--- src/rtl/seg7_pkg.sv ---
// Shared 7-segment glyph constants (active-low, bit 6 = g .. bit 0 = a)
// and the capture FSM state type.
package seg7_pkg;

  localparam logic [6:0] SEG_0     = 7'b1000000;
  localparam logic [6:0] SEG_1     = 7'b1111001;
  localparam logic [6:0] SEG_2     = 7'b0100100;
  localparam logic [6:0] SEG_3     = 7'b0110000;
  localparam logic [6:0] SEG_4     = 7'b0011001;
  localparam logic [6:0] SEG_5     = 7'b0010010;
  localparam logic [6:0] SEG_6     = 7'b0000010;
  localparam logic [6:0] SEG_7     = 7'b1111000;
  localparam logic [6:0] SEG_8     = 7'b0000000;
  localparam logic [6:0] SEG_9     = 7'b0010000;
  localparam logic [6:0] SEG_A     = 7'b0001000;
  localparam logic [6:0] SEG_B     = 7'b0000011;
  localparam logic [6:0] SEG_C     = 7'b1000110;
  localparam logic [6:0] SEG_D     = 7'b0100001;
  localparam logic [6:0] SEG_E     = 7'b0000110;
  localparam logic [6:0] SEG_F     = 7'b0001110;
  localparam logic [6:0] SEG_BLANK = 7'b1111111;

  typedef enum logic { WAIT, SETTLE } state_e;

endpackage

--- src/rtl/seg7_decode.sv ---
// Combinational glyph decoder: 7-seg pattern -> hex value plus
// blank/invalid flags. Data is 0 whenever the pattern is not a digit.
module seg7_decode
  import seg7_pkg::*;
(
  input  logic [6:0] seg_i,
  output logic [3:0] data_o,
  output logic       blank_o,
  output logic       invalid_o
);

  always_comb begin
    data_o    = 4'h0;
    blank_o   = 1'b0;
    invalid_o = 1'b0;
    case (seg_i)
      SEG_0:     data_o = 4'h0;
      SEG_1:     data_o = 4'h1;
      SEG_2:     data_o = 4'h2;
      SEG_3:     data_o = 4'h3;
      SEG_4:     data_o = 4'h4;
      SEG_5:     data_o = 4'h5;
      SEG_6:     data_o = 4'h6;
      SEG_7:     data_o = 4'h7;
      SEG_8:     data_o = 4'h8;
      SEG_9:     data_o = 4'h9;
      SEG_A:     data_o = 4'hA;
      SEG_B:     data_o = 4'hB;
      SEG_C:     data_o = 4'hC;
      SEG_D:     data_o = 4'hD;
      SEG_E:     data_o = 4'hE;
      SEG_F:     data_o = 4'hF;
      SEG_BLANK: blank_o = 1'b1;
      default:   invalid_o = 1'b1;
    endcase
  end

endmodule

--- src/rtl/seg7_capture_decoder.sv ---
// Samples an asynchronous active-low 7-seg bus, debounces each new pattern
// for STABLE_CYCLES cycles, and presents the decode on a valid/ready port.
module seg7_capture_decoder
  import seg7_pkg::*;
#(
  parameter int DATA_WIDTH    = 4,
  parameter int STABLE_CYCLES = 4
) (
  input  logic                  clk,
  input  logic                  rst_n,
  input  logic [6:0]            seg_i,
  input  logic                  out_ready_i,
  output logic [DATA_WIDTH-1:0] data_o,
  output logic                  blank_o,
  output logic                  invalid_o,
  output logic                  out_valid_o,
  output logic                  overflow_o
);

  localparam int               CNT_W   = $clog2(STABLE_CYCLES + 1);
  localparam logic [CNT_W-1:0] CNT_MAX = CNT_W'(STABLE_CYCLES);

  logic [6:0]            sync1_q, seg_s_q, last_q, last_d, cand_q, cand_d;
  logic [CNT_W-1:0]      cnt_q, cnt_d;
  state_e                state_q, state_d;
  logic [DATA_WIDTH-1:0] data_q, data_d;
  logic                  blank_q, blank_d, invalid_q, invalid_d;
  logic                  valid_q, valid_d, ovf_q, ovf_d;
  logic                  accept;
  logic [3:0]            dec_data;
  logic                  dec_blank, dec_invalid;

  seg7_decode u_decode (
    .seg_i     (cand_q),
    .data_o    (dec_data),
    .blank_o   (dec_blank),
    .invalid_o (dec_invalid)
  );

  always_comb begin
    state_d = state_q;
    cand_d  = cand_q;
    cnt_d   = cnt_q;
    last_d  = last_q;
    accept  = 1'b0;
    case (state_q)
      WAIT: begin
        if (seg_s_q != last_q) begin
          state_d = SETTLE;
          cand_d  = seg_s_q;
          cnt_d   = CNT_W'(1);
        end
      end
      SETTLE: begin
        if (seg_s_q != cand_q) begin
          // Bouncing back to the already-reported pattern is not news.
          if (seg_s_q == last_q) begin
            state_d = WAIT;
          end else begin
            cand_d = seg_s_q;
            cnt_d  = CNT_W'(1);
          end
        end else if (cnt_q < CNT_MAX) begin
          cnt_d = cnt_q + CNT_W'(1);
        end else begin
          accept  = 1'b1;
          last_d  = cand_q;
          state_d = WAIT;
        end
      end
      default: state_d = WAIT;
    endcase
  end

  always_comb begin
    data_d    = data_q;
    blank_d   = blank_q;
    invalid_d = invalid_q;
    valid_d   = valid_q;
    ovf_d     = 1'b0;
    if (accept) begin
      data_d    = DATA_WIDTH'(dec_data);
      blank_d   = dec_blank;
      invalid_d = dec_invalid;
      valid_d   = 1'b1;
      ovf_d     = valid_q && !out_ready_i;
    end else if (valid_q && out_ready_i) begin
      valid_d = 1'b0;
    end
  end

  always_ff @(posedge clk or negedge rst_n) begin
    if (!rst_n) begin
      sync1_q   <= SEG_BLANK;
      seg_s_q   <= SEG_BLANK;
      last_q    <= SEG_BLANK;
      cand_q    <= SEG_BLANK;
      cnt_q     <= '0;
      state_q   <= WAIT;
      data_q    <= '0;
      blank_q   <= 1'b0;
      invalid_q <= 1'b0;
      valid_q   <= 1'b0;
      ovf_q     <= 1'b0;
    end else begin
      sync1_q   <= seg_i;
      seg_s_q   <= sync1_q;
      last_q    <= last_d;
      cand_q    <= cand_d;
      cnt_q     <= cnt_d;
      state_q   <= state_d;
      data_q    <= data_d;
      blank_q   <= blank_d;
      invalid_q <= invalid_d;
      valid_q   <= valid_d;
      ovf_q     <= ovf_d;
    end
  end

  assign data_o      = data_q;
  assign blank_o     = blank_q;
  assign invalid_o   = invalid_q;
  assign out_valid_o = valid_q;
  assign overflow_o  = ovf_q;

endmodule

--- config.mk ---
export PLATFORM = sky130hd
export DESIGN_NAME = seg7_capture_decoder
export DESIGN_NICKNAME = d
export VERILOG_FILES = /design/src/rtl/seg7_pkg.sv /design/src/rtl/seg7_decode.sv /design/src/rtl/seg7_capture_decoder.sv
export SDC_FILE = /design/constraint.sdc
export NUM_CORES = 1
export LEC_CHECK = 0
export ABC_AREA = 1
export CAP_MARGIN = 25
export CELL_PAD_IN_SITES_DETAIL_PLACEMENT = 0
export CELL_PAD_IN_SITES_GLOBAL_PLACEMENT = 1
export CORE_ASPECT_RATIO = 1.4
export CORE_MARGIN = 5
export CORE_UTILIZATION = 45
export CTS_CLUSTER_SIZE = 10
export DETAILED_ROUTE_END_ITERATION = 7
export PLACE_DENSITY_LB_ADDON = 0.12
export SYNTH_ARGS = -nofsm -noshare
export SYNTH_HDL_FRONTEND = slang
export SYNTH_SLANG_ARGS = --single-unit
export TNS_END_PERCENT = 1
--- constraint.sdc ---
create_clock -name clk -period 5 [get_ports clk]
set_clock_uncertainty 0.05 [all_clocks]
set_input_delay 1 -clock clk [delete_from_list [all_inputs] [get_ports clk]]
set_output_delay 1 -clock clk [all_outputs]
set_load 0.01 [all_outputs]
==> out/summary.md, run 1 <==
Gates resized during post-CTS repair numbered 0. CTS placed an instance of sky130_fd_sc_hd__clkbuf_8 at the clock tree root. For the sequential element share of the synthesized area, the log shows 0.5146. The clock network fraction of design power came out at 0.390. The sum of buffers and inverters on the critical path was 1.

The die span in y works out to 89.14 µm. For the worst setup path, the data required time is 3.95 ns. For the global route total overflow, the log shows 0.

Synthesized area divided by synthesized cell count: 8.459 µm². The fraction of power consumed by sequential logic was 0.521; the logic gate share of total power was 0.090. The arrival time at the worst endpoint was 1.17 ns. In this run the power spent charging and discharging nets is 0.1706 mW. Leaving out fill and tap cells, the most frequent cell in the layout is sky130_fd_sc_hd__nand2_1. The wire length of the first global-routing pass is 6610 µm, and the total internal power is 0.5189 mW.

Pin placement for this block handled 18 I/O pins. The dominant delay contributor by cell family on the critical path is buffers and inverters. Detailed routing inserted a total of 1480 vias.

Final cell utilization of the core: 0.5413. In this run the horizontal extent of the chip is 66.53 µm. For the final routed database, the setup TNS stands at 0 ns.

The clock period could shrink to 2.220 ns. For this run, the number of standard cells in the final layout without fillers is 318. The routed design has 3712 µm of wire. The power density of the placed cells was 298.0 nW/µm². The H-tree was split into 2 levels. By area the synthesized netlist is led by sky130_fd_sc_hd__dfstp_2 37%, sky130_fd_sc_hd__nand2_1 15%, sky130_fd_sc_hd__dfrtp_1 15%. The number of hold violations in the final report is 0. The clock passes through at most 2 buffers.

At the end of the flow, the number of nets in the layout was 268. Counting every sink on the clock net gives 40. For this run, the detailed router's first-pass iteration total came to 4. The fraction of final layout cells with drive strength greater than 1 came out at 0.2403.

The count of state elements after synthesis was 40; the top achievable clock speed was 0.4505 GHz. The tools report the number of global-route vias before repair as 1466. The run finished with clean final reports. The run gives 28 as the floorplan row count.

Number of endpoints failing setup at the final stage: 0. Share of the cycle needed by the critical path after routing: 0.4440. In the layout the commonest cells are 81 x sky130_fd_sc_hd__nand2_1, 37 x sky130_fd_sc_hd__nor2_1, 28 x sky130_fd_sc_hd__dfstp_2, 16 x sky130_fd_sc_hd__clkdlybuf4s50_1, 14 x sky130_fd_sc_hd__inv_1. Along the worst path, the maximum fanout reaches 2. The largest area contributor in the netlist was sky130_fd_sc_hd__dfstp_2. Synthesis handed over a netlist of 238 instances. Final-layout fill cell count: 431.

The initial antenna violation count was 0. Setup repair after global routing left no endpoint under its margin. By startpoint and endpoint, the worst setup path is classified as reg -> out. Synthesis produced a netlist with a net count of 249.

The tightest min-delay check is of the reg -> reg type. The run gives 5930 µm² as the area of the die. Total routing resource utilization after global routing: 0.1477.

The run gives 5 as the total CTS buffers. Detailed placement ended at an HPWL of 2793 µm. The core footprint came out at 4274 µm².

The switching part of the total works out to 0.2475. The synthesized netlist contains 28 unique library cells. For this block, the initial DRC count from the detailed router was 47. After detailed routing, the average wire length per cell comes to 11.67 µm.

The critical path goes through clkdlybuf4s50_1. In this run the cell area measured after placement is 2198 µm². The slew at the pin with the worst max-slew slack is 0.8322 ns. Category of the worst setup path capture point: an output pin.

The run gives 0 as the max-slew violation count. The tools report the leakage power total as 1.050 nW. At the end of routability-driven placement, the weighted congestion stood at 0.8825. The tools report the total DRC errors in the routed layout as 0. The startpoint kind of the worst setup timing path is a register. For the initial core utilization, the log shows 0.4710.

The synthesis warning total came out at 0. In this run the cell area of the synthesized design comes to 2013 µm². Using the TritonRoute via totals, the vias-per-cell ratio works out to 4.654. The tools report the later-pin clock latency in the skew report as 0.29 ns. On the final layout, the worst hold slack is 0.3069 ns. The logs give 0.0002191 V for the highest ir drop seen on vdd and 0 for the antenna diode instance count. Across the run, the number of max-cap violations was 0.

Slowest library cell on the worst path: sky130_fd_sc_hd__clkdlybuf4s50_1. The detail route stage leaves a number of antenna-violating nets equal to 0. TritonCTS built the clock tree.

In this design, the stage delay of the slowest critical-path cell is 0.53 ns. In this run the tool buffered the top-level ports with 17 buffer cells. Buffers inserted to repair hold after CTS numbered 0. The top cell type's share of synthesized area is 0.3654, and the relative max-transition margin is 0.4452. The logs give 2313 µm² for the final instance area and 310 for the number of cells in the design after placement. From synthesis to final layout, the design area changed by 14.92%. The clock slew at the register clock pins of the worst setup and hold paths was 0.09 ns; the maximum number of pins on one net before global-route repair was 41. The total setup buffers inserted after CTS is 0.
-- per-stage QoR --
stage	setup slack, ns	power (mW)
floorplan	3.412	0.4044
global placement	3.099	0.4273
detailed placement	3.091	0.4277
CTS	2.763	0.7005
global route	2.731	0.7305
finish	2.780	0.6895
-- metal layers --
metal  routed length (µm)  share of wire  track usage  vias up
met3                   84          0.023      0.03019        2
met5                    0              0            0        -
met2                 2041           0.55       0.2764       16
li1                     -              -            -      776
met4                   29         0.0078      0.04991        0
met1                 1556           0.42       0.1641      686
-- path summary, 6_finish.rpt --
check / from / cells past startpoint / slack (ns) / end
worst min-delay path: sync1_q[6] / 0 / 0.31 / seg_s_q[6]
max in group asynchronous: rst_n / 1 / 3.62 / invalid_o
worst max-delay path: data_o[0] / 1 / 2.78 / data_o[0]
min in group asynchronous: rst_n / 1 / 0.75 / data_o[2]
worst min register to register: sync1_q[6] / 0 / 0.31 / seg_s_q[6]
worst max register to register: cand_q[6] / 8 / 3.13 / data_o[3]
-- sequential cells by signal (all words and copies together), names as in the netlist --
signal       count
overflow_o       1
last_q           7
data_o           4
invalid_o        1
cnt_q            3
out_valid_o      1
cand_q           7
state_q          1
seg_s_q          7
blank_o          1
sync1_q          7
-- power groups by stage --
| stage | sequential (mW) | clock, mW | combinational [mW] |
|---|---|---|---|
| 6_report | 0.359 | 0.269 | 0.0619 |
| 5_1_grt | 0.362 | 0.296 | 0.0727 |
| 4_1_cts | 0.359 | 0.278 | 0.0637 |
| 3_5_place_dp | 0.364 | 0 | 0.0634 |
| 3_3_place_gp | 0.364 | 0 | 0.0634 |
| 2_1_floorplan | 0.359 | 0 | 0.0451 |
-- logic make-up after synthesis --
group                      Yosys count  share of synthesized area
and+or+nand+nor                    139                     0.2971
xor gates and xnor gates             8                    0.03481
DFF                                 40                     0.5146
buffers and inverters               26                    0.06650
AOI/OAI and AO/OA                   24                    0.08079
adders and majority gates            1                   0.006214
-- Yosys cell counts (all sizes together) --
| library cell | n |
|---|---|
| o21ai | 19 |
| buf | 5 |
| nor3 | 2 |
| dfrtp | 12 |
| a21boi | 2 |
| nand4 | 1 |
| ha | 1 |
| nor2 | 39 |
| dfstp | 28 |
| a21oi | 3 |
| xnor2 | 7 |
| xor2 | 1 |
| inv | 21 |
| nand2 | 84 |
| nand3 | 13 |
-- layout make-up --
class,count,area [µm²],area share
flip-flops and latches,40,1036,0.4478
clock inverters,3,46.29,0.02001
clock buffers,5,68.82,0.02975
multi-input cells,172,843.3,0.3645
inverters,21,78.83,0.03407
repair buffers,17,165.2,0.07139
well taps,60,75.07,0.03245
Power figures use the tool's default switching activity.
==> run 2: changes to the inputs <==
CORE_UTILIZATION = 43   (was 45)
clock period = 2.2 ns   (was 5 ns; I/O delays follow)
==> run 2 against run 1 <==
Final area grew 0.22%. Sequential power up 130%. Largest cell class unchanged. Highest routed layer unchanged. First-iteration DRC count is 21% lower. Worst hold slack got worse by 0.27 ns. Via count grew 2.1%. Die area rose by 4.0%. Critical path depth grew 7. Core utilization shrank 3.0 points. Global-route usage up 0.32 points. Worst setup slack lost 2.5 ns. Wire length is 10% higher.
==> out/summary.md, run 2 (synthesis results as in run 1) <==
The flow ran to the end, and the final reports show no timing, DRC or antenna violations. The logs give 18 (unchanged) for the number of primary I/O pins and 0.1509 (+0.003181) for the total routing resource utilization after global routing. The number of hold violations in the final report is 0 (unchanged). The later-pin clock latency in the skew report was 0.30 ns (about the same); the area of the die was 6170 µm² (+4.0%). The run gives 1511 (+2.1%) as the total via count in the routed design. The core footprint is 4536 µm² (+6.1%), and the area growth from synthesis to layout is 15.16%.

For the total DRC errors in the routed layout, the log shows 0 (unchanged). The data required time of the critical path was 2.39 ns (-1.56 ns). The logs give 0.6783 (+0.2331) for the relative max-transition margin and 269 (+0.37%) for the total number of nets in the final design.

For the worst hold slack after final layout, the log shows 0.03527 ns (-0.2717 ns). For the routed length on met1, the log shows 1664 µm (+6.9%). The fraction of final layout cells with drive strength greater than 1 was 0.2432 (+0.002933).

The global route total overflow is 0 (unchanged), and the detailed-route wire length is 4084 µm (+10%). The largest driver fanout on the critical path is 24 (+22), and the highest ir drop seen on vdd is 0.0003853 V (+76%). Number of endpoints failing setup at the final stage: 0 (unchanged). The logs give 40 (unchanged) for the clock sink count and 0.3252 ns (-2.455 ns) for the setup slack after layout.

The clock slew at the register clock pins of the worst setup and hold paths is 0.08 ns (about the same), and the top achievable clock speed is 0.5334 GHz. The power density of the placed cells was 640.9 nW/µm² (+120%). Wire length of the first global-routing pass: 6789 µm (+2.7%). The critical path is of the reg -> reg type. The class of the most critical hold timing path was in -> async. The leakage power total is 1.048 nW (-0.18%), and the number of buffers inserted by port buffering is 17 (unchanged). The run gives 0.8762 (-0.71%) as the routability congestion estimate from global placement. The startpoint kind of the worst setup timing path is a register. The arrival time at the worst endpoint was 2.06 ns (+0.89 ns). Antenna diode instance count: 0 (unchanged). The final cell utilization of the core is 0.5112 (-0.03010). The total of max-cap violations came out at 0 (unchanged). Leaving out fill and tap cells, the most frequent cell in the layout is sky130_fd_sc_hd__nand2_1. The tools report the total setup buffers inserted after CTS as 0 (unchanged). For the total met3 wirelength after detailed routing, the log shows 134 µm (+60%). The clock period minus final worst setup slack was 1.875 ns. The root buffer cell was sky130_fd_sc_hd__clkbuf_8. TritonCTS built the clock tree.

The width of the chip was 67.83 µm (+2.0%); the floorplan row count was 29 (+3.6%). The run gives 0 (unchanged) as the initial antenna violation count. The total CTS buffers is 5 (unchanged). The count of instances resized after the clock tree is built came out at 0 (unchanged).

The category of the worst setup path capture point was a register. The total number of H-tree levels came out at 2 (unchanged). Die span in y: 90.96 µm (+2.0%).

The pre-CTS worst setup slack was 0.3044 ns (-2.786 ns). The slew at the pin with the worst max-slew slack is 0.4826 ns (-0.3497 ns), and the number of buffers inserted for hold repair after clock tree synthesis is 0 (unchanged). Total negative slack for setup checks: 0 ns (unchanged). Signal routing reaches up to met4. The logs give 25 (-39%) for the maximum number of pins on one net before global-route repair and 2146 µm (+5.1%) for the detailed-routed wire length on met2. The run gives 0 (unchanged) as the max-slew violation count.

Largest buffer count on any clock path: 2 (unchanged). Setup repair after global routing left no endpoint under its margin. The run gives 37 (-21%) as the count of routing violations after the opening detailed-route iteration. The average wire per standard cell is 12.72 µm (+9.0%), and the mean number of vias per cell is 4.707 (+1.1%).

The logs give 0 (unchanged) for the number of nets still failing antenna checks after routing and 4 (unchanged) for the iteration count of the initial detailed-routing pass. The share of the cycle needed by the critical path after routing was 0.8522. The logs give 0.4439 (-0.02716) for the initial core utilization and 1474 (+0.55%) for the number of global-route vias before repair. The library cells used most frequently in the layout, excluding fill and tap cells, are 81 x sky130_fd_sc_hd__nand2_1, 37 x sky130_fd_sc_hd__nor2_1, 28 x sky130_fd_sc_hd__dfstp_2, 16 x sky130_fd_sc_hd__clkdlybuf4s50_1, 14 x sky130_fd_sc_hd__inv_1.

The detailed-placement wirelength estimate was 3124 µm (+12%).
[run 2: cell types whose count changed in the layout (fill, tap and decap cells not counted), sizes merged]
cell | before | now
buf | 1 | 2
clkbuf | 5 | 6
clkinvlp | 1 | 2
inv | 22 | 21
bufinv | 1 | 0
[run 2: routing by layer]
| metal | vias to the layer above | global-route usage |
|---|---|---|
| met4 | 0 | 0.08292 |
| li1 | 777 | - |
| met3 | 11 | 0.04074 |
| met2 | 27 | 0.2510 |
| met5 | - | 0 |
| met1 | 696 | 0.1698 |
[run 2: critical path, cell delays in order (launching register included)]
cell and delay [ns]:
sky130_fd_sc_hd__dfstp_2 0.61, sky130_fd_sc_hd__inv_2 0.09, sky130_fd_sc_hd__a21boi_2 0.13, sky130_fd_sc_hd__nand2_1 0.09, sky130_fd_sc_hd__nor2_4 0.18, sky130_fd_sc_hd__nand3_4 0.31
sky130_fd_sc_hd__inv_2 0.20, sky130_fd_sc_hd__nor2_1 0.05, sky130_fd_sc_hd__nor2_1 0.09
[run 2: layout make-up]
| type | count | area (µm²) |
|---|---|---|
| sequential | 40 | 1036 |
| multi-input combinational | 172 | 843.3 |
| timing repair buffer | 18 | 185.2 |
| fill | 439 | 2217 |
| clock inverter | 2 | 15.01 |
| clock buffer | 6 | 82.58 |
| tap | 62 | 77.57 |
| inverter | 21 | 78.83 |
[run 2: metrics by stage]
stage | total power, mW | instance area [µm²] | cells
after floorplan | 0.9191 | 2013 | 238
after global placement | 0.9789 | 2221 | 313
after detailed placement | 0.9806 | 2221 | 313
after CTS | 1.514 | 2318 | 321
after global routing | 1.573 | 2318 | 321
final | 1.486 | 2318 | 321
[run 2: final timing paths]
path	start	to	slack, ns	cells after the start
worst min register to register	sync1_q[2]	seg_s_q[2]	0.31	0
max in group asynchronous	rst_n	last_q[1]	1.50	2
worst min-delay path	rst_n	data_o[3]	0.04	1
worst max register to register	cand_q[3]	data_o[2]	0.33	8
min in group clk	sync1_q[2]	seg_s_q[2]	0.31	0
worst max-delay path	cand_q[3]	data_o[2]	0.33	8
[run 2: where the power goes]
part           leakage, nW  total, mW  internal, mW  switching (mW)
logic                0.554      0.148        0.0574          0.0906
registers            0.451      0.816         0.784          0.0319
clock network       0.0434      0.522         0.254           0.268
==> run 3: changes to the inputs <==
GPL_ROUTABILITY_DRIVEN = 0   (was not set)
==> results of run 3 <==
Final layout, timing and power as in run 2 (identical DEF).
